**config.mk**
```make
export PLATFORM = sky130hd
export DESIGN_NAME = motor_cmd_arbiter
export DESIGN_NICKNAME = d
export VERILOG_FILES = /design/src/rtl/robot_defs.sv /design/src/rtl/ms_timer.sv /design/src/rtl/motor_cmd_arbiter.sv
export SDC_FILE = /design/constraint.sdc
export NUM_CORES = 1
export LEC_CHECK = 0
export CAP_MARGIN = 20
export CORE_MARGIN = 2
export CORE_UTILIZATION = 39
export DETAILED_ROUTE_END_ITERATION = 6
export GPL_ROUTABILITY_DRIVEN = 0
export PLACE_DENSITY_LB_ADDON = 0.3
export SLEW_MARGIN = 10
export SYNTH_ARGS = -nofsm -noshare
export SYNTH_HDL_FRONTEND = slang
export SYNTH_SLANG_ARGS = --single-unit
export TNS_END_PERCENT = 20
```
**constraint.sdc**
```tcl
create_clock -name WF_CLK -period 3 [get_ports WF_CLK]
set_clock_uncertainty 0.05 [all_clocks]
set_input_delay 0.3 -clock WF_CLK [delete_from_list [all_inputs] [get_ports WF_CLK]]
set_output_delay 0.3 -clock WF_CLK [all_outputs]
set_load 0.02 [all_outputs]
```
**src/rtl/robot_defs.sv**
```systemverilog
// Shared encodings for the robot motor path: FSM states, command-byte and rx-byte field positions.
package robot_defs;

    typedef enum logic [2:0] {
        ST_IDLE    = 3'd0,
        ST_REMOTE  = 3'd1,
        ST_STOP    = 3'd2,
        ST_REVERSE = 3'd3,
        ST_TURN    = 3'd4
    } state_e;

    localparam int CMD_EN  = 6;
    localparam int CMD_DIR = 5;
    localparam int RX_MARK = 7;
    localparam int RX_SIDE = 6;
    localparam int RX_DIR  = 5;

    localparam logic DIR_FWD = 1'b1;

    function automatic logic [7:0] make_cmd(input logic en, input logic dir, input logic [4:0] spd);
        make_cmd = {1'b0, en, dir, spd};
    endfunction

    function automatic int max_int(input int a, input int b);
        max_int = (a > b) ? a : b;
    endfunction

endpackage

```
**src/rtl/ms_timer.sv**
```systemverilog
// Millisecond timer: a TICK_DIV prescaler feeding a saturating ms counter, with synchronous clear.
module ms_timer #(
    parameter int TICK_DIV = 12000,
    parameter int MS_W     = 9
) (
    input  logic            clk,
    input  logic            rst_n,
    input  logic            clr,
    input  logic            en,
    input  logic [MS_W-1:0] target,
    output logic            done
);

    localparam int              PRE_W    = (TICK_DIV > 1) ? $clog2(TICK_DIV) : 1;
    localparam logic [PRE_W-1:0] PRE_LAST = PRE_W'(TICK_DIV - 1);
    localparam logic [MS_W-1:0]  MS_MAX   = '1;

    logic [PRE_W-1:0] pre;
    logic [MS_W-1:0]  ms;
    logic             tick;

    assign tick = en && (pre == PRE_LAST);
    // Fires on the final cycle of the interval, so the consumer's state change
    // lands exactly target*TICK_DIV cycles after the clear.
    assign done = tick && (ms == target - MS_W'(1));

    always_ff @(posedge clk or negedge rst_n) begin
        if (!rst_n) begin
            pre <= '0;
            ms  <= '0;
        end else if (clr) begin
            pre <= '0;
            ms  <= '0;
        end else if (en) begin
            if (pre == PRE_LAST) begin
                pre <= '0;
                if (ms != MS_MAX) ms <= ms + MS_W'(1);
            end else begin
                pre <= pre + PRE_W'(1);
            end
        end
    end

endmodule

```
**src/rtl/motor_cmd_arbiter.sv**
```systemverilog
// Arbitrates remote commands, a bump reflex manoeuvre and a link-loss watchdog into
// registered left/right wheel command bytes.
module motor_cmd_arbiter
    import robot_defs::*;
#(
    parameter int         TICK_DIV = 12000,
    parameter int         WDOG_MS  = 500,
    parameter int         STOP_MS  = 100,
    parameter int         REV_MS   = 300,
    parameter int         TURN_MS  = 250,
    parameter logic [4:0] REV_SPD  = 5'd12,
    parameter logic [4:0] TURN_SPD = 5'd10
) (
    input  logic       WF_CLK,
    input  logic       WF_BUTTON,
    input  logic [7:0] rx_data,
    input  logic       rx_valid,
    input  logic [5:0] bump,
    output logic [7:0] left_cmd,
    output logic [7:0] right_cmd,
    output logic [2:0] state,
    output logic       reflex_active
);

    localparam int MAX_MS = max_int(max_int(WDOG_MS, STOP_MS), max_int(REV_MS, TURN_MS));
    localparam int MS_W   = $clog2(MAX_MS + 1);

    localparam logic [7:0] REV_CMD  = make_cmd(1'b1, ~DIR_FWD, REV_SPD);
    localparam logic [7:0] TURN_FWD = make_cmd(1'b1, DIR_FWD, TURN_SPD);
    localparam logic [7:0] TURN_BCK = make_cmd(1'b1, ~DIR_FWD, TURN_SPD);

    state_e          cur;
    logic            turn_dir;
    logic            bump_any;
    logic            phase_done;
    logic            timer_clr;
    logic [MS_W-1:0] target;
    logic [7:0]      rx_cmd;

    // rx_valid is a one-cycle strobe with no back-pressure: a byte not taken in
    // the cycle it is presented (reflex active, or a bump in the same cycle) is lost.
    assign bump_any = |bump;
    assign rx_cmd   = make_cmd(1'b1, rx_data[RX_DIR], rx_data[4:0]);
    assign state    = cur;

    always_comb begin
        target = MS_W'(WDOG_MS);
        case (cur)
            ST_STOP:    target = MS_W'(STOP_MS);
            ST_REVERSE: target = MS_W'(REV_MS);
            ST_TURN:    target = MS_W'(TURN_MS);
            default:    target = MS_W'(WDOG_MS);
        endcase
    end

    // The single timer restarts on every state entry and, in REMOTE, on every byte.
    always_comb begin
        timer_clr = 1'b1;
        case (cur)
            ST_IDLE:               timer_clr = 1'b1;
            ST_REMOTE:             timer_clr = bump_any || rx_valid;
            ST_STOP, ST_REVERSE:   timer_clr = phase_done;
            ST_TURN:               timer_clr = phase_done || bump_any;
            default:               timer_clr = 1'b1;
        endcase
    end

    ms_timer #(
        .TICK_DIV (TICK_DIV),
        .MS_W     (MS_W)
    ) u_timer (
        .clk    (WF_CLK),
        .rst_n  (WF_BUTTON),
        .clr    (timer_clr),
        .en     (cur != ST_IDLE),
        .target (target),
        .done   (phase_done)
    );

    always_ff @(posedge WF_CLK or negedge WF_BUTTON) begin
        if (!WF_BUTTON) begin
            cur           <= ST_IDLE;
            left_cmd      <= '0;
            right_cmd     <= '0;
            reflex_active <= 1'b0;
            turn_dir      <= 1'b0;
        end else begin
            case (cur)
                ST_IDLE, ST_REMOTE: begin
                    if (bump_any) begin
                        cur           <= ST_STOP;
                        turn_dir      <= |bump[2:0];
                        reflex_active <= 1'b1;
                        left_cmd      <= '0;
                        right_cmd     <= '0;
                    end else if (rx_valid && rx_data[RX_MARK]) begin
                        cur <= ST_REMOTE;
                        if (rx_data[RX_SIDE]) right_cmd <= rx_cmd;
                        else                  left_cmd  <= rx_cmd;
                    end else if ((cur == ST_REMOTE) && (rx_valid || phase_done)) begin
                        cur       <= ST_IDLE;
                        left_cmd  <= '0;
                        right_cmd <= '0;
                    end
                end
                ST_STOP: begin
                    if (phase_done) begin
                        cur       <= ST_REVERSE;
                        left_cmd  <= REV_CMD;
                        right_cmd <= REV_CMD;
                    end
                end
                ST_REVERSE: begin
                    if (phase_done) begin
                        cur       <= ST_TURN;
                        left_cmd  <= turn_dir ? TURN_FWD : TURN_BCK;
                        right_cmd <= turn_dir ? TURN_BCK : TURN_FWD;
                    end
                end
                ST_TURN: begin
                    if (bump_any) begin
                        cur       <= ST_STOP;
                        turn_dir  <= |bump[2:0];
                        left_cmd  <= '0;
                        right_cmd <= '0;
                    end else if (phase_done) begin
                        cur           <= ST_IDLE;
                        reflex_active <= 1'b0;
                        left_cmd      <= '0;
                        right_cmd     <= '0;
                    end
                end
                default: begin
                    cur           <= ST_IDLE;
                    reflex_active <= 1'b0;
                    left_cmd      <= '0;
                    right_cmd     <= '0;
                end
            endcase
        end
    end

endmodule

```
==> results of run 1 <==
logic make-up after synthesis:
logic type	after synthesis
compound gates	56
xor+xnor	20
fa+ha+maj	3
buf+inv	19
flops	42
mux	1
other cells	1
simple gates	104
layer usage:
| metal | global-route usage, % | part of all wire [%] |
|---|---|---|
| met1 | 23.65 | 51 |
| met2 | 23.39 | 44 |
| met3 | 4.000 | 3.2 |
| met4 | 7.458 | 2.2 |
| met5 | 0 | 0 |
synth_stat cells, types with 4 or more instances:
library cell  number
nor3_1             6
clkbuf_1           7
nand2_1           16
o32a_1             4
dfrtp_1           42
nor2_1            31
a21oi_1           15
o21ai_0            7
xnor2_1           11
nand3_1           11
xor2_1             9
nor2b_1            4
a2bb2oi_1          7
inv_1              5
nand2b_1           4
a31oi_1            8
and3_1             8
sequential cells by signal (all words and copies together) (netlist names):
register / count
left_cmd: 7
right_cmd: 7
state: 3
reflex_active: 1
turn_dir: 1
u_timer.ms: 9
u_timer.pre: 14
power by group:
| group | total [mW] | internal (mW) | switching, mW |
|---|---|---|---|
| clock network | 0.441 | 0.245 | 0.196 |
| registers | 0.690 | 0.622 | 0.0680 |
| logic | 0.221 | 0.118 | 0.104 |
metrics by stage:
| stage | cell area [sq um] | total power, mW | hold slack (ps) | util, % |
|---|---|---|---|---|
| floorplan | 2318 | 0.8328 | -45.59 | - |
| global placement | 2706 | 0.9194 | 412.0 | 46.54 |
| detailed placement | 2706 | 0.9241 | 422.0 | 46.54 |
| CTS | 2815 | 1.371 | 124.6 | 48.41 |
| global route | 2815 | 1.436 | 172.9 | 48.41 |
| finish | 2815 | 1.353 | 100.7 | 48.41 |
worst max-delay path, cell delays in order, from the launching register on:
cell and delay (ps):
dfrtp_1 650, nand2b_1 180, o211ai_1 190, a32oi_1 120, or4_1 740, and2_4 280, o32a_1 340
worst paths after layout:
check,start,to,slack (ps),cells past startpoint
setup / recovery,state[0],left_cmd[3],340,6
hold / removal,WF_BUTTON,state[1],100,1
setup reg to reg,state[0],left_cmd[3],340,6
hold reg to reg,u_timer.pre[0],u_timer.pre[0],430,1
max in group asynchronous,WF_BUTTON,u_timer.pre[12],2220,1
min in group WF_CLK,u_timer.pre[0],u_timer.pre[0],430,1
final cells by class:
class	instances	area, sq um
clock buffers	5	68.82
clock inverters	3	40.04
fillers	566	3000
inverters	5	18.77
multi-input cells	186	1170
flip-flops and latches	42	1051
well taps	75	93.84
repair buffers	39	372.9
==> flow_metrics.py, run 1 <==
metrics = {
    "yosys": {
        "synth_edf_count": 0,
        "synth-main-ff-cell": "dfrtp_1",
        "synth-seq-cells": 42,
        "synthDistinctLibCells": 50,
        "syn_avg_cell_area_sq_um": 9.409,
        "synth_top_family_by_area": "simple AND/OR/NAND/NOR gates",
        "syn_inst": 246,
        "yosysWarnings": 0,
        "synth_simple_gate_area_share_pct": 23.62,
        "yosys-top-cells-area": "dfrtp_1, nor2_1, xnor2_1",
        "synthMuxAreaShare_pct": 0.4324,
        "synth_top_area_cell": "dfrtp_1",
        "async_reset_ff_share_pct": 100.0,
        "yosys.area.top_type_share_pct": 45.41,
        "synthAdderAreaFrac_pct": 1.622,
        "seq_area_frac_synth_pct": 45.41,
        "synth_xor_area_share_pct": 7.568,
        "syn_area_sq_um": 2315,
        "synth_compound_area_share_pct": 16.70,
    },
    "clock_network": {
        "numCtsBuffers": 5,
        "cts_root_buffer": "clkbuf_8",
        "cts.sinks": 42,
        "cts.repair.resized": 0,
        "cts_tree": "built",
        "cts_buffer_depth": 2,
        "cts.htree.levels": 2,
        "insertion_delay_ps": 300,
        "cts_setup_buffers": 0,
        "clkTransAtPathRegs_ps": 90,
        "hold_buffers": 0,
    },
    "drt": {
        "vias": 1935,
        "firstDrtPassIters": 4,
        "ant_nets": 0,
        "first_iter_violations": 80,
        "avgRoutedWirePerCell_um": 14.63,
        "remaining_drc_errors": 0,
        "vias_per_cell": 5.451,
        "wirelength_um": 5193,
    },
    "sta": {
        "relSlewSlack_pct": 37.16,
        "setup_ws_ps": 336.9,
        "finalCritPeriodShare_pct": 88.77,
        "slew_viol_final": 0,
        "rsz0062_at_grt": "no",
        "tightest_slew_ps": 942.6,
        "finalHoldViolCount": 0,
        "setup_viol": 0,
        "period_minus_slack_ps": 2663,
        "fmax_mhz": 375.5,
        "fin_tns_setup_ps": 0,
    },
    "status": {
        "outcome": "completed",
    },
    "placed_design": {
        "dp_cells": 347,
        "dp_hpwl_um": 3715,
        "dp_slack_ps": 383.9,
        "io_buffer_count": 34,
    },
    "die": {
        "initial_core_util_pct": 39.80,
        "num_rows": 28,
        "die_area_sq_um": 6567,
        "ioPinCount": 37,
        "core_area_sq_um": 5816,
        "die_w_um": 81.04,
        "fp.dieH_um": 81.04,
    },
    "power_and_ir_drop": {
        "leakage_nw": 1.238,
        "ir_worst_vdd_uv": 260.2,
        "pwr_density_cell_nw_per_um2": 480.5,
    },
    "grt": {
        "overflow": 0,
        "grt_pass1_wl_um": 8321,
        "grt_pass1_vias": 1774,
        "antenna_found_initial": 0,
        "gr-usage-all-layers_pct": 16.49,
        "grt_max_degree": 43,
    },
    "worst_hold_path": {
        "worstHoldPathType": "in -> async",
    },
    "critical_path": {
        "cp-start-kind": "flip-flop",
        "crit_type": "reg -> reg",
        "cp-end-kind": "flip-flop",
        "required_ps": 3130,
        "cp.arrival_ps": 2790,
        "worst-path-max-fanout": 14,
    },
    "final_layout": {
        "drive_gt1_share_pct": 8.214,
        "stdcell_count": 355,
        "fin_nets": 299,
        "n_antenna_cell": 0,
        "syn2layout_area_growth_pct": 21.62,
        "final_common_cell": "dfrtp_1",
        "layout_common_cells": "dfrtp_1, clkdlybuf4s50_1, nor2_1, nand2_1, a21oi_1",
    },
    "run": {
        "drv_cap": 0,
    },
}
Note: power is estimated with default switching activity, not from simulation.
==> run 2, diff against run 1 <==
--- a/config.mk
+++ b/config.mk
@@ -10,6 +10,7 @@
 export CORE_UTILIZATION = 39
 export DETAILED_ROUTE_END_ITERATION = 6
 export GPL_ROUTABILITY_DRIVEN = 0
+export GPL_TIMING_DRIVEN = 0
 export PLACE_DENSITY_LB_ADDON = 0.3
 export SLEW_MARGIN = 10
 export SYNTH_ARGS = -nofsm -noshare
==> constraint.sdc (replaced) <==
create_clock -name WF_CLK -period 2.6 [get_ports WF_CLK]
set_clock_uncertainty 0.05 [all_clocks]
set_input_delay 0.26 -clock WF_CLK [delete_from_list [all_inputs] [get_ports WF_CLK]]
set_output_delay 0.26 -clock WF_CLK [all_outputs]
set_load 0.02 [all_outputs]
==> flow_metrics.py, run 2 (synthesis results as in run 1) <==
metrics = {
    "sta": {
        "setup_ws_ps": 135.0,
        "setup_viol": 0,
        "tightest_slew_ps": 654.7,
        "slew_viol_final": 0,
        "hold_ws_ps": 366.9,
        "fin_tns_setup_ps": 0,
        "period_minus_slack_ps": 2465,
        "rsz0062_at_grt": "yes",
        "finalCritPeriodShare_pct": 94.81,
        "relSlewSlack_pct": 55.99,
        "finalHoldViolCount": 0,
        "fmax_mhz": 405.7,
    },
    "final_layout": {
        "reg_top3": "u_timer.pre x14, u_timer.ms x9",
        "n_antenna_cell": 0,
        "largest_register_ffs": 14,
        "syn2layout_area_growth_pct": 25.78,
        "drive_gt1_share_pct": 9.278,
        "final_common_cell": "dfrtp_1",
        "layout_common_cells": "dfrtp_1, clkdlybuf4s50_1, nor2_1, nand2_1, a21oi_1",
        "top_register": "u_timer.pre",
        "fin_nets": 310,
        "n_fill_cell": 568,
    },
    "clock_network": {
        "cts.sinks": 42,
        "cts_tree": "built",
        "cts.htree.levels": 2,
        "cts_setup_buffers": 0,
        "clkTransAtPathRegs_ps": 80,
        "cts_root_buffer": "clkbuf_8",
        "cts_buffer_depth": 2,
        "insertion_delay_ps": 300,
        "numCtsBuffers": 5,
    },
    "die": {
        "die_w_um": 81.04,
        "fp.dieH_um": 81.04,
        "core_area_sq_um": 5816,
        "num_rows": 28,
        "ioPinCount": 37,
        "die_area_sq_um": 6567,
        "initial_core_util_pct": 39.80,
    },
    "placed_design": {
        "io_buffer_count": 34,
        "dp_slack_ps": -314.5,
        "dp_hpwl_um": 3757,
    },
    "grt": {
        "overflow": 0,
        "grt_pass1_wl_um": 8949,
        "grt_max_degree": 27,
        "gr-usage-all-layers_pct": 17.44,
        "grt_pass1_vias": 1893,
        "antenna_found_initial": 0,
    },
    "drt": {
        "first_iter_violations": 123,
        "remaining_drc_errors": 0,
        "vias": 1935,
        "ant_nets": 0,
        "firstDrtPassIters": 4,
        "avgRoutedWirePerCell_um": 13.95,
        "vias_per_cell": 5.287,
        "wirelength_um": 5106,
    },
    "critical_path": {
        "cp.arrival_ps": 2600,
        "required_ps": 2740,
        "crit_path_top_delay_cell": "dfrtp_1",
        "reg2reg_depth": 8,
        "critPathMaxStageDelay_ps": 450,
        "worst-path-max-fanout": 10,
        "cp-start-kind": "flip-flop",
        "crit_type": "reg -> reg",
        "path_cells": "buf_2 > nand3b_1 > xnor2_1 > nand4b_1 > or4_1 > buf_6 > and2_4 > o32a_1",
        "cp-end-kind": "flip-flop",
    },
    "run": {
        "drv_cap": 0,
    },
    "worst_hold_path": {
        "worstHoldPathType": "in -> async",
    },
    "status": {
        "outcome": "completed",
    },
    "power_and_ir_drop": {
        "p_total_mw": 1.578,
        "leakage_nw": 1.282,
        "ir_worst_vdd_uv": 250.9,
        "pwr_density_cell_nw_per_um2": 542.0,
    },
}
[run 2: routing by layer]
layer | track usage [%] | share of wire [%]
met1 | 23.77 | 48
met2 | 27.85 | 47
met3 | 3.556 | 3.3
met4 | 5.593 | 1.3
met5 | 0 | 0
[run 2: final timing paths]
check | from | endpoint | slack, ps
max | state[0] | left_cmd[3] | 140
min | WF_BUTTON | u_timer.pre[8] | 370
max reg2reg | state[0] | left_cmd[3] | 140
min reg2reg | u_timer.pre[0] | u_timer.pre[0] | 440
max in group asynchronous | WF_BUTTON | reflex_active | 1660
min in group WF_CLK | u_timer.pre[0] | u_timer.pre[0] | 440
[run 2: cell type report]
| cell class | count | area (sq um) | area share (%) |
|---|---|---|---|
| plain buffers | 14 | 85.08 | 2.922 |
| well taps | 75 | 93.84 | 3.223 |
| flip-flops and latches | 42 | 1051 | 36.10 |
| inverters | 5 | 18.77 | 0.6446 |
| clock inverters | 3 | 40.04 | 1.375 |
| clock buffers | 5 | 68.82 | 2.364 |
| repair buffers | 36 | 365.4 | 12.55 |
| multi-input cells | 186 | 1189 | 40.83 |
[run 2: through the flow]
step / util, % / area (sq um) / instances
6_report: 50.06 / 2912 / 366
5_1_grt: 50.06 / 2912 / 366
4_1_cts: 49.74 / 2893 / 366
3_5_place_dp: 47.59 / 2768 / 357
3_3_place_gp: 47.33 / 2753 / 356
2_1_floorplan: - / 2318 / 247
[run 2: repair_timing]
| item | in CTS | in global routing |
|---|---|---|
| pin swaps | 0 | 0 |
| setup endpoints to repair | 2 | 21 |
| hold buffers | 1 | 0 |
| endpoints found under the hold margin | 16 | 0 |
| resized for setup | 1 | 4 |
[run 2: critical path: cells and delay by family, from the launching register on]
family | cells | cell delay (ps)
AOI/OAI and AO/OA | 1 | 340
xor gates and xnor gates | 1 | 180
buffers and inverters | 2 | 430
DFF | 1 | 450
and+or+nand+nor | 4 | 880
[run 2: where the power goes]
part / switching (mW) / internal [mW] / leakage, nW
combinational: 0.127 / 0.145 / 0.673
clock: 0.230 / 0.283 / 0.0579
sequential: 0.0757 / 0.718 / 0.551
==> run 3, diff against run 2 <==
--- a/config.mk
+++ b/config.mk
@@ -10,7 +10,6 @@
 export CORE_UTILIZATION = 39
 export DETAILED_ROUTE_END_ITERATION = 6
 export GPL_ROUTABILITY_DRIVEN = 0
-export GPL_TIMING_DRIVEN = 0
 export PLACE_DENSITY_LB_ADDON = 0.3
 export SLEW_MARGIN = 10
 export SYNTH_ARGS = -nofsm -noshare
==> flow_metrics.py, run 3 (synthesis results as in run 1) <==
metrics = {
    "grt": {
        "overflow": 0,
        "antenna_found_initial": 0,
        "grt_max_degree": 43,
        "grt_pass1_wl_um": 8645,
        "gr-usage-all-layers_pct": 16.89,
        "grt_pass1_vias": 1791,
    },
    "drt": {
        "firstDrtPassIters": 4,
        "wirelength_um": 5237,
        "ant_nets": 0,
        "remaining_drc_errors": 0,
        "vias_per_cell": 5.348,
        "vias": 1936,
        "first_iter_violations": 119,
        "avgRoutedWirePerCell_um": 14.47,
    },
    "critical_path": {
        "reg2reg_depth": 7,
        "cp-start-kind": "flip-flop",
        "required_ps": 2780,
        "worst-path-max-fanout": 11,
        "r2r-end": "left_cmd[6]",
        "r2r_start": "state[1]",
        "ff2ff_setup_slack_ps": 170,
        "crit_type": "reg -> reg",
        "cp.arrival_ps": 2620,
        "cp-end-kind": "flip-flop",
    },
    "sta": {
        "finalCritPeriodShare_pct": 93.52,
        "tightest_slew_ps": 941.4,
        "setup_ws_ps": 168.5,
        "setup_viol": 0,
        "finalHoldViolCount": 0,
        "fmax_mhz": 411.3,
        "period_minus_slack_ps": 2431,
        "relSlewSlack_pct": 37.24,
        "rsz0062_at_grt": "no",
        "slew_viol_final": 0,
        "fin_tns_setup_ps": 0,
    },
    "placed_design": {
        "io_buffer_count": 34,
        "dp_hpwl_um": 3836,
        "dp_slack_ps": 94.36,
    },
    "clock_network": {
        "cts.htree.levels": 2,
        "cts_setup_buffers": 0,
        "insertion_delay_ps": 300,
        "cts.sinks": 42,
        "cts_root_buffer": "clkbuf_8",
        "cts_buffer_depth": 2,
        "cts_tree": "built",
        "numCtsBuffers": 5,
        "clkTransAtPathRegs_ps": 90,
    },
    "final_layout": {
        "top_register": "u_timer.pre",
        "final_common_cell": "dfrtp_1",
        "syn2layout_area_growth_pct": 24.32,
        "fin_nets": 306,
        "drive_gt1_share_pct": 11.50,
        "reg_top3": "u_timer.pre x14, u_timer.ms x9",
        "layout_common_cells": "dfrtp_1, clkdlybuf4s50_1, nor2_1, nand2_1, a21oi_1",
        "n_antenna_cell": 0,
        "largest_register_ffs": 14,
        "final_core_util_pct": 49.48,
    },
    "die": {
        "fp.dieH_um": 81.04,
        "initial_core_util_pct": 39.80,
        "die_area_sq_um": 6567,
        "core_area_sq_um": 5816,
        "die_w_um": 81.04,
        "ioPinCount": 37,
        "num_rows": 28,
    },
    "worst_hold_path": {
        "worstHoldPathType": "in -> async",
    },
    "power_and_ir_drop": {
        "leakage_nw": 1.270,
        "ir_worst_vdd_uv": 319.6,
        "pwr_density_cell_nw_per_um2": 536.5,
        "p_total_mw": 1.544,
    },
    "run": {
        "drv_cap": 0,
    },
    "status": {
        "outcome": "completed",
    },
}
[run 3: worst max path at each step]
stage	start	to	depth (start not counted)
after floorplan	state[2]	right_cmd[6]	8
after global placement	state[1]	left_cmd[3]	7
after detailed placement	state[1]	left_cmd[2]	7
after CTS	state[1]	left_cmd[6]	7
after global routing	u_timer.pre[0]	left_cmd[5]	7
final	state[1]	left_cmd[6]	7
[run 3: where the power goes]
group | internal [mW] | total (mW) | switching (mW) | leakage, nW
combinational | 0.137 | 0.259 | 0.122 | 0.663
sequential | 0.718 | 0.791 | 0.0726 | 0.549
clock | 0.268 | 0.494 | 0.226 | 0.0575
[run 3: layout make-up]
class | count | area [sq um]
Timing Repair Buffer | 46 | 425.4
Multi-Input combinational cell | 186 | 1176
Tap cell | 75 | 93.84
Clock buffer | 8 | 110.1
Sequential cell | 42 | 1054
Inverter | 5 | 18.77
Fill cell | 565 | 2938
[run 3: metal layers]
metal | part of all wire [%] | track usage [%]
met5 | 0 | 0
met4 | 0.97 | 5.085
met3 | 3.1 | 3.000
met2 | 46 | 24.46
met1 | 50 | 25.52
[run 3: worst max-delay path: stages, from the launching register on]
cell      delay, ps
dfrtp_2         490
nor4b_2         310
a32o_1          200
a31oi_1          40
or4_1           550
buf_4           210
a21boi_2        290
o32a_1          210
[run 3: per-stage QoR]
step	hold slack [ps]	cells	cell area, sq um
after CTS	89.47	362	2869
after global placement	402.6	354	2759
after global routing	132.6	362	2878
after floorplan	-85.59	247	2318
final	53.25	362	2878
after detailed placement	421.5	354	2759
[run 3: repair_timing]
item                                    4_1_cts  5_1_grt
endpoints found under the setup margin        0       26
hold buffers                                  0        0
gates resized for setup                       0        3
